File: config.mk
export PLATFORM = sky130hd
export DESIGN_NAME = sisc_ifetch_queue_flat
export DESIGN_NICKNAME = d
export VERILOG_FILES = /design/src/rtl/sisc_ifetch_queue_if.sv /design/src/rtl/sisc_ifetch_queue.sv /design/src/flat_wrapper.sv
export SDC_FILE = /design/constraint.sdc
export NUM_CORES = 1
export LEC_CHECK = 0
export ABC_AREA = 1
export ABC_CLOCK_PERIOD_IN_PS = 7800
export BUFFER_PORTS_ARGS = -buffer_cell sky130_fd_sc_hd__buf_4
export CORE_MARGIN = 2
export CORE_UTILIZATION = 30
export DETAILED_ROUTE_END_ITERATION = 8
export SETUP_SLACK_MARGIN = 0.2
export SYNTH_ARGS = -nofsm -noshare
export SYNTH_HDL_FRONTEND = slang
export SYNTH_SLANG_ARGS = --single-unit
export TNS_END_PERCENT = 100
File: constraint.sdc
create_clock -name clock -period 7.8 [get_ports clock]
set_clock_uncertainty 0.05 [all_clocks]
set_input_delay 1.17 -clock clock [delete_from_list [all_inputs] [get_ports clock]]
set_output_delay 1.17 -clock clock [all_outputs]
set_load 0.1 [all_outputs]
File: src/rtl/sisc_ifetch_queue_if.sv
// rtl/sisc_ifetch_queue_if.sv - fetch-stage bundle: imem req/gnt/rvalid, IR valid/ready, flush/halt
// Ports (grouped signals):
//   imem_req, imem_addr            fetch request and address (driven by fetch stage)
//   imem_gnt, imem_rvalid, imem_rdata  memory grant and in-order read response
//   ir_valid, ir_data, ir_pc       IR queue head towards execute
//   ir_ready                       execute pops head
//   flush, flush_pc                branch redirect
//   halt                           stop issuing new fetches
//   qcount                         IR queue occupancy
// Modports: master = fetch stage, slave = memory/execute side.
interface sisc_ifetch_queue_if #(
    parameter int WIDTH    = 32,
    parameter int ADDRSIZE = 12
);
    logic                imem_req;
    logic [ADDRSIZE-1:0] imem_addr;
    logic                imem_gnt;
    logic                imem_rvalid;
    logic [WIDTH-1:0]    imem_rdata;
    logic                ir_valid;
    logic [WIDTH-1:0]    ir_data;
    logic [ADDRSIZE-1:0] ir_pc;
    logic                ir_ready;
    logic                flush;
    logic [ADDRSIZE-1:0] flush_pc;
    logic                halt;
    logic [2:0]          qcount;

    modport master (
        output imem_req, imem_addr, ir_valid, ir_data, ir_pc, qcount,
        input  imem_gnt, imem_rvalid, imem_rdata, ir_ready, flush, flush_pc, halt
    );

    modport slave (
        input  imem_req, imem_addr, ir_valid, ir_data, ir_pc, qcount,
        output imem_gnt, imem_rvalid, imem_rdata, ir_ready, flush, flush_pc, halt
    );
endinterface

File: src/rtl/sisc_ifetch_queue.sv
// rtl/sisc_ifetch_queue.sv - SISC instruction fetch stage with PC, in-order fetch and IR queue
// Ports:
//   clock  in  system clock, rising edge
//   reset  in  asynchronous, active-high reset
//   bus    master modport of sisc_ifetch_queue_if (imem request/response, IR head,
//          flush/flush_pc, halt, qcount)
module sisc_ifetch_queue #(
    parameter int WIDTH    = 32,
    parameter int ADDRSIZE = 12,
    parameter int QDEPTH   = 3
) (
    input  logic                   clock,
    input  logic                   reset,
    sisc_ifetch_queue_if.master    bus
);
    localparam int PW = (QDEPTH > 1) ? $clog2(QDEPTH) : 1;

    logic [ADDRSIZE-1:0] pc;
    logic [PW-1:0]       head, tail;
    logic [2:0]          qcount;
    logic [2:0]          outstanding;
    logic [2:0]          drop;

    logic [WIDTH-1:0]    q_data [QDEPTH];
    logic [ADDRSIZE-1:0] q_pc   [QDEPTH];

    // Addresses of issued-but-unanswered fetches, oldest first. Its occupancy always
    // equals outstanding, so dropped responses after a flush still pop their tag.
    logic [ADDRSIZE-1:0] tag_pc [QDEPTH];
    logic [PW-1:0]       tag_wr, tag_rd;

    logic [3:0] credit_used;
    logic       issue, push, pop;

    function automatic logic [PW-1:0] ptr_inc(input logic [PW-1:0] p);
        return (p == PW'(QDEPTH - 1)) ? '0 : p + 1'b1;
    endfunction

    // Queued words plus in-flight fetches never exceed QDEPTH, so a response
    // always finds a free slot.
    assign credit_used = {1'b0, qcount} + {1'b0, outstanding};
    assign bus.imem_req  = !reset && !bus.halt && !bus.flush && (credit_used < 4'(QDEPTH));
    assign bus.imem_addr = pc;

    assign issue = bus.imem_req && bus.imem_gnt;
    assign push  = bus.imem_rvalid && (drop == 3'd0) && !bus.flush;
    assign pop   = bus.ir_valid && bus.ir_ready && !bus.flush;

    assign bus.ir_valid = (qcount != 3'd0);
    assign bus.ir_data  = q_data[head];
    assign bus.ir_pc    = q_pc[head];
    assign bus.qcount   = qcount;

    always_ff @(posedge clock or posedge reset) begin
        if (reset) begin
            pc          <= '0;
            head        <= '0;
            tail        <= '0;
            qcount      <= '0;
            outstanding <= '0;
            drop        <= '0;
            tag_wr      <= '0;
            tag_rd      <= '0;
            for (int i = 0; i < QDEPTH; i++) begin
                q_data[i] <= '0;
                q_pc[i]   <= '0;
                tag_pc[i] <= '0;
            end
        end else begin
            if (issue) begin
                pc             <= pc + 1'b1;
                tag_pc[tag_wr] <= pc;
                tag_wr         <= ptr_inc(tag_wr);
            end
            if (bus.imem_rvalid) begin
                tag_rd <= ptr_inc(tag_rd);
            end

            if (bus.flush) begin
                // Every fetch still in flight becomes stale; the one answering
                // this cycle is already gone.
                pc          <= bus.flush_pc;
                head        <= '0;
                tail        <= '0;
                qcount      <= '0;
                drop        <= outstanding - {2'b0, bus.imem_rvalid};
                outstanding <= outstanding - {2'b0, bus.imem_rvalid};
            end else begin
                if (push) begin
                    q_data[tail] <= bus.imem_rdata;
                    q_pc[tail]   <= tag_pc[tag_rd];
                    tail         <= ptr_inc(tail);
                end
                if (pop) begin
                    head <= ptr_inc(head);
                end
                if (bus.imem_rvalid && (drop != 3'd0)) begin
                    drop <= drop - 3'd1;
                end
                qcount      <= qcount + {2'b0, push} - {2'b0, pop};
                outstanding <= outstanding + {2'b0, issue} - {2'b0, bus.imem_rvalid};
            end
        end
    end

    // A response with nothing in flight means the memory broke the protocol.
    always_ff @(posedge clock) begin
        if (!reset && bus.imem_rvalid) begin
            assert (outstanding != 3'd0)
            else $error("sisc_ifetch_queue: imem_rvalid with no outstanding fetch");
        end
    end
endmodule

File: src/flat_wrapper.sv
// flat-port wrapper written by rule: the top's interface ports become plain ports
module sisc_ifetch_queue_flat 
#(
    parameter int WIDTH    = 32,
    parameter int ADDRSIZE = 12,
    parameter int QDEPTH   = 3
)
  (clock, reset, bus_imem_req, bus_imem_addr, bus_ir_valid, bus_ir_data, bus_ir_pc, bus_qcount, bus_imem_gnt, bus_imem_rvalid, bus_imem_rdata, bus_ir_ready, bus_flush, bus_flush_pc, bus_halt);
  sisc_ifetch_queue_if #(.WIDTH(WIDTH), .ADDRSIZE(ADDRSIZE)) bus_i ();
  input  logic clock;
  input  logic reset;
  output wire logic [$bits(bus_i.imem_req)-1:0] bus_imem_req;
  output wire logic [$bits(bus_i.imem_addr)-1:0] bus_imem_addr;
  output wire logic [$bits(bus_i.ir_valid)-1:0] bus_ir_valid;
  output wire logic [$bits(bus_i.ir_data)-1:0] bus_ir_data;
  output wire logic [$bits(bus_i.ir_pc)-1:0] bus_ir_pc;
  output wire logic [$bits(bus_i.qcount)-1:0] bus_qcount;
  input wire logic [$bits(bus_i.imem_gnt)-1:0] bus_imem_gnt;
  input wire logic [$bits(bus_i.imem_rvalid)-1:0] bus_imem_rvalid;
  input wire logic [$bits(bus_i.imem_rdata)-1:0] bus_imem_rdata;
  input wire logic [$bits(bus_i.ir_ready)-1:0] bus_ir_ready;
  input wire logic [$bits(bus_i.flush)-1:0] bus_flush;
  input wire logic [$bits(bus_i.flush_pc)-1:0] bus_flush_pc;
  input wire logic [$bits(bus_i.halt)-1:0] bus_halt;
  assign bus_imem_req = bus_i.imem_req;
  assign bus_imem_addr = bus_i.imem_addr;
  assign bus_ir_valid = bus_i.ir_valid;
  assign bus_ir_data = bus_i.ir_data;
  assign bus_ir_pc = bus_i.ir_pc;
  assign bus_qcount = bus_i.qcount;
  assign bus_i.imem_gnt = bus_imem_gnt;
  assign bus_i.imem_rvalid = bus_imem_rvalid;
  assign bus_i.imem_rdata = bus_imem_rdata;
  assign bus_i.ir_ready = bus_ir_ready;
  assign bus_i.flush = bus_flush;
  assign bus_i.flush_pc = bus_flush_pc;
  assign bus_i.halt = bus_halt;
  sisc_ifetch_queue #(.WIDTH(WIDTH), .ADDRSIZE(ADDRSIZE), .QDEPTH(QDEPTH)) u_core (.clock(clock), .reset(reset), .bus(bus_i));
endmodule
==> results list <==
* Cells along the critical path: inv_1, nand2_1, clkinv_1, buf_4, nand2_1, nand3_1, buf_4
- For this run, the detailed router's first-pass iteration total came to 5.
- On the worst path, the slowest cell contributes a delay of 1.08 ns.
- After detailed routing, the total wire length is roughly 24000 um.
- Share of flip-flops with an asynchronous set or reset: 1.00
- Measured along the y axis, the die boundary spans 179 um.
- Leaving out filler cells and counting taps, the final layout contains roughly 1600.
- Die Footprint: 32100 um2
* # setup viols final: 0
- Total non-filler cell area in the finished layout: 10800 um2
- The number of hold-slack violations in the final timing report came to 0.
- The floorplan has 64 rows.
- Area share of the leading cell type in the synthesized netlist: 0.536
- For this design, the sink count on the clock tree is 197.
- Congestion Overflow GR: 0
* Post-synth top cells: sky130_fd_sc_hd__nand2_1 (432), sky130_fd_sc_hd__dfrtp_1 (197), sky130_fd_sc_hd__nand3_1 (144)
- Post-synthesis cell type count: 27
- Fraction of final layout cells sized beyond drive strength 1: 0.138
- Total DRC errors in the routed layout: 0
* Signal arrival time at the worst endpoint: 2.62 ns
- Total power per unit cell area: approximately 420 nW/um2
- Most used standard cell by instance count after synthesis: sky130_fd_sc_hd__nand2_1
* Ant. Diodes: 0
- Max-cap violations in this run came to 0.
- Dividing the detail-routed wire length by the instance count gives 14.7 um.
* Hold WC Path Type: flop to flop
* Clock tree from TritonCTS: yes
- Number of antenna violations at the first check in global routing: 0
- Most area-consuming cells after synthesis: sky130_fd_sc_hd__dfrtp_1 (54%), sky130_fd_sc_hd__nand2_1 (18%), sky130_fd_sc_hd__nand3_1 (7.8%), sky130_fd_sc_hd__o21ai_1 (5.4%), sky130_fd_sc_hd__inv_1 (3.1%)
- In this run, synthesis produced a sequential element count of roughly 200.
- For the pin with the worst max-slew slack, the measured transition is 1.08 ns.
- Clk Tree Root Cell: sky130_fd_sc_hd__clkbuf_16
* Post-CTS Setup Bufs: 0
- Hold buffer count at cts: 0
* Initial core utilization: 0.303
- Resize count post-CTS: 0
- YS warnings: 0
- Fillers: 3131
- CTS HTree Levels: 4
- Unrepaired setup endpoints after global routing: false
- Total core area: 30300 um2
* Final setup TNS: 0 ns
- The via count of the first global-routing pass was 7137.
- GRT Resource Usage Total: 0.153
- I/O Pins: 112
- Via count: 7630
- Post-route minimum period: 3.84 ns
* Remaining max-slew budget at the tightest pin: 0.280
- Post-route setup slack: 3.96 ns
- Before CTS, the worst setup slack after placement is 4.32 ns.
* Period utilisation layout: 0.492
- Post-Syn Nets: 1190
- Measured along the x axis, the die boundary spans 179 um.
* CTS clock-pin slew for the worst setup and hold paths: around 0.070 ns
- For this block, the initial DRC count from the detailed router was 538.
- Maximum number of pins on one net before global-route repair: between 100 and 150
- Mean number of vias per cell: 4.75
- Hold WS: 0.430 ns
- Dominant synthesized flop cell: sky130_fd_sc_hd__dfrtp_1
- Post-DRT Antenna Nets: 0
- Critical path's slowest cell: sky130_fd_sc_hd__dfrtp_2
* Required time of the worst setup path: 6.58 ns
- For this design the static power due to leakage is 5.51 nW.
- Summed instance area of the synthesized netlist: approximately 9200 um2
- Along the worst path, the maximum fanout reaches between 40 and 50.
- For this run, the register share of the synthesized area comes to 0.536.
- The run finished with clean final reports.
- Buffers placed on the I/O ports in this run total between 100 and 150.
* Overall power of the completed layout: 4.59 mW
- EDFF count, synth: 0
- Counting tap cells, the placed design contains a total of 1576 instances.
- In the final design database the tool counted 1265 nets.
- Leading area contributor after synthesis: sky130_fd_sc_hd__dfrtp_1
- Category of the worst setup path capture point: output port
- Counting the buffers created by CTS gives 17.
- The congestion estimate from routability-driven global placement came to 0.785.
- Post-detailed-placement half-perimeter wirelength: 14800 um
- End-of-flow core utilization: 0.357
* Layout Area Growth over Synthesis: 18.0%
* Synthesized netlist cell count: 1124
* Maximum vdd ir drop: 181 uV
* Global-route wire length before repair: 38600 um
- After detailed placement, the total cell area comes to about 10000 um2.
* Crit path kind: flop to output port
- Clock tree buffer depth: 2
- The final max-slew violation count was 0.
- STA classifies the critical path startpoint as a flop.
* Clock latency on the worst-skew pair: roughly 0.45 ns
- Max Clk Rate: 260 MHz
* Average footprint of a synthesized cell: roughly 8.2 um2
-- layout by cell type, fill, tap and decap left out, types with 3 or more instances in the layout --
| master | instances |
|---|---|
| sky130_fd_sc_hd__inv_6 | 5 |
| sky130_fd_sc_hd__nand3_2 | 5 |
| sky130_fd_sc_hd__inv_1 | 76 |
| sky130_fd_sc_hd__nand4_1 | 3 |
| sky130_fd_sc_hd__o21ai_2 | 5 |
| sky130_fd_sc_hd__inv_8 | 3 |
| sky130_fd_sc_hd__xor2_1 | 4 |
| sky130_fd_sc_hd__dfrtp_1 | 196 |
| sky130_fd_sc_hd__clkbuf_16 | 17 |
| sky130_fd_sc_hd__nand3_1 | 144 |
| sky130_fd_sc_hd__nand4_4 | 3 |
| sky130_fd_sc_hd__nand2_1 | 432 |
| sky130_fd_sc_hd__buf_4 | 117 |
| sky130_fd_sc_hd__o21ai_1 | 99 |
| sky130_fd_sc_hd__xnor2_1 | 3 |
| sky130_fd_sc_hd__fa_1 | 3 |
| sky130_fd_sc_hd__ha_1 | 12 |
| sky130_fd_sc_hd__nor2_1 | 22 |
| sky130_fd_sc_hd__o21ai_0 | 44 |
-- area by class of cell --
class	count	area [um2]	share of cell area
clock buffer	20	447	0.0412
clock inverter	11	136	0.0126
inverter	80	308	0.0284
multi-input combinational	786	3650	0.337
sequential	197	4930	0.455
tap	396	495	0.0457
timing repair buffer	117	878	0.0810
-- state kept, by name, summed over array words and instances, names as in the netlist --
name / count
u_core.bus.imem_addr: 12
u_core.head: 2
u_core.q_data: 96
u_core.bus.qcount: 3
u_core.outstanding: 3
u_core.q_pc: 36
u_core.tag_pc: 36
u_core.tail: 2
u_core.tag_rd: 2
u_core.tag_wr: 2
u_core.drop: 3
-- routing by layer --
| layer | part of all wire | global-route usage | vias up |
|---|---|---|---|
| met5 | 0 | 0 | - |
| met4 | 0.010 | 0.0373 | 0 |
| met3 | 0.051 | 0.0305 | 19 |
| met2 | 0.47 | 0.246 | 186 |
| met1 | 0.47 | 0.213 | 3673 |
| li1 | - | - | 3752 |
-- worst max-delay path: cells and delay by family, from the launching register on --
family	cells	cell delay [ns]
buffers and inverters	4	0.74
AND/OR/NAND/NOR	3	0.33
flip-flops	1	1.08
-- cell families after synthesis --
kind of cell | after synthesis | share of synthesized area
simple gates | 613 | 0.283
flops | 197 | 0.536
compound gates | 151 | 0.0844
buf+inv | 141 | 0.0670
fa+ha+maj | 15 | 0.0229
xor+xnor | 7 | 0.00667
-- worst paths after layout --
path	startpoint	to	slack (ns)	cells past startpoint
setup / recovery	u_core.head[0]	bus_ir_pc[8]	3.96	7
hold / removal	u_core.q_pc[11]	u_core.q_pc[11]	0.43	2
setup reg to reg	u_core.bus.qcount[1]	u_core.outstanding[1]	4.80	12
hold reg to reg	u_core.q_pc[11]	u_core.q_pc[11]	0.43	2
max in group asynchronous	reset	u_core.q_data[34]	5.31	3
min in group asynchronous	reset	u_core.bus.imem_addr[3]	0.82	2
-- power breakdown --
part	internal, mW	switching [mW]
clock network	0.489	0.414
logic	0.490	1.69
registers	1.30	0.213
Power figures use the tool's default switching activity.
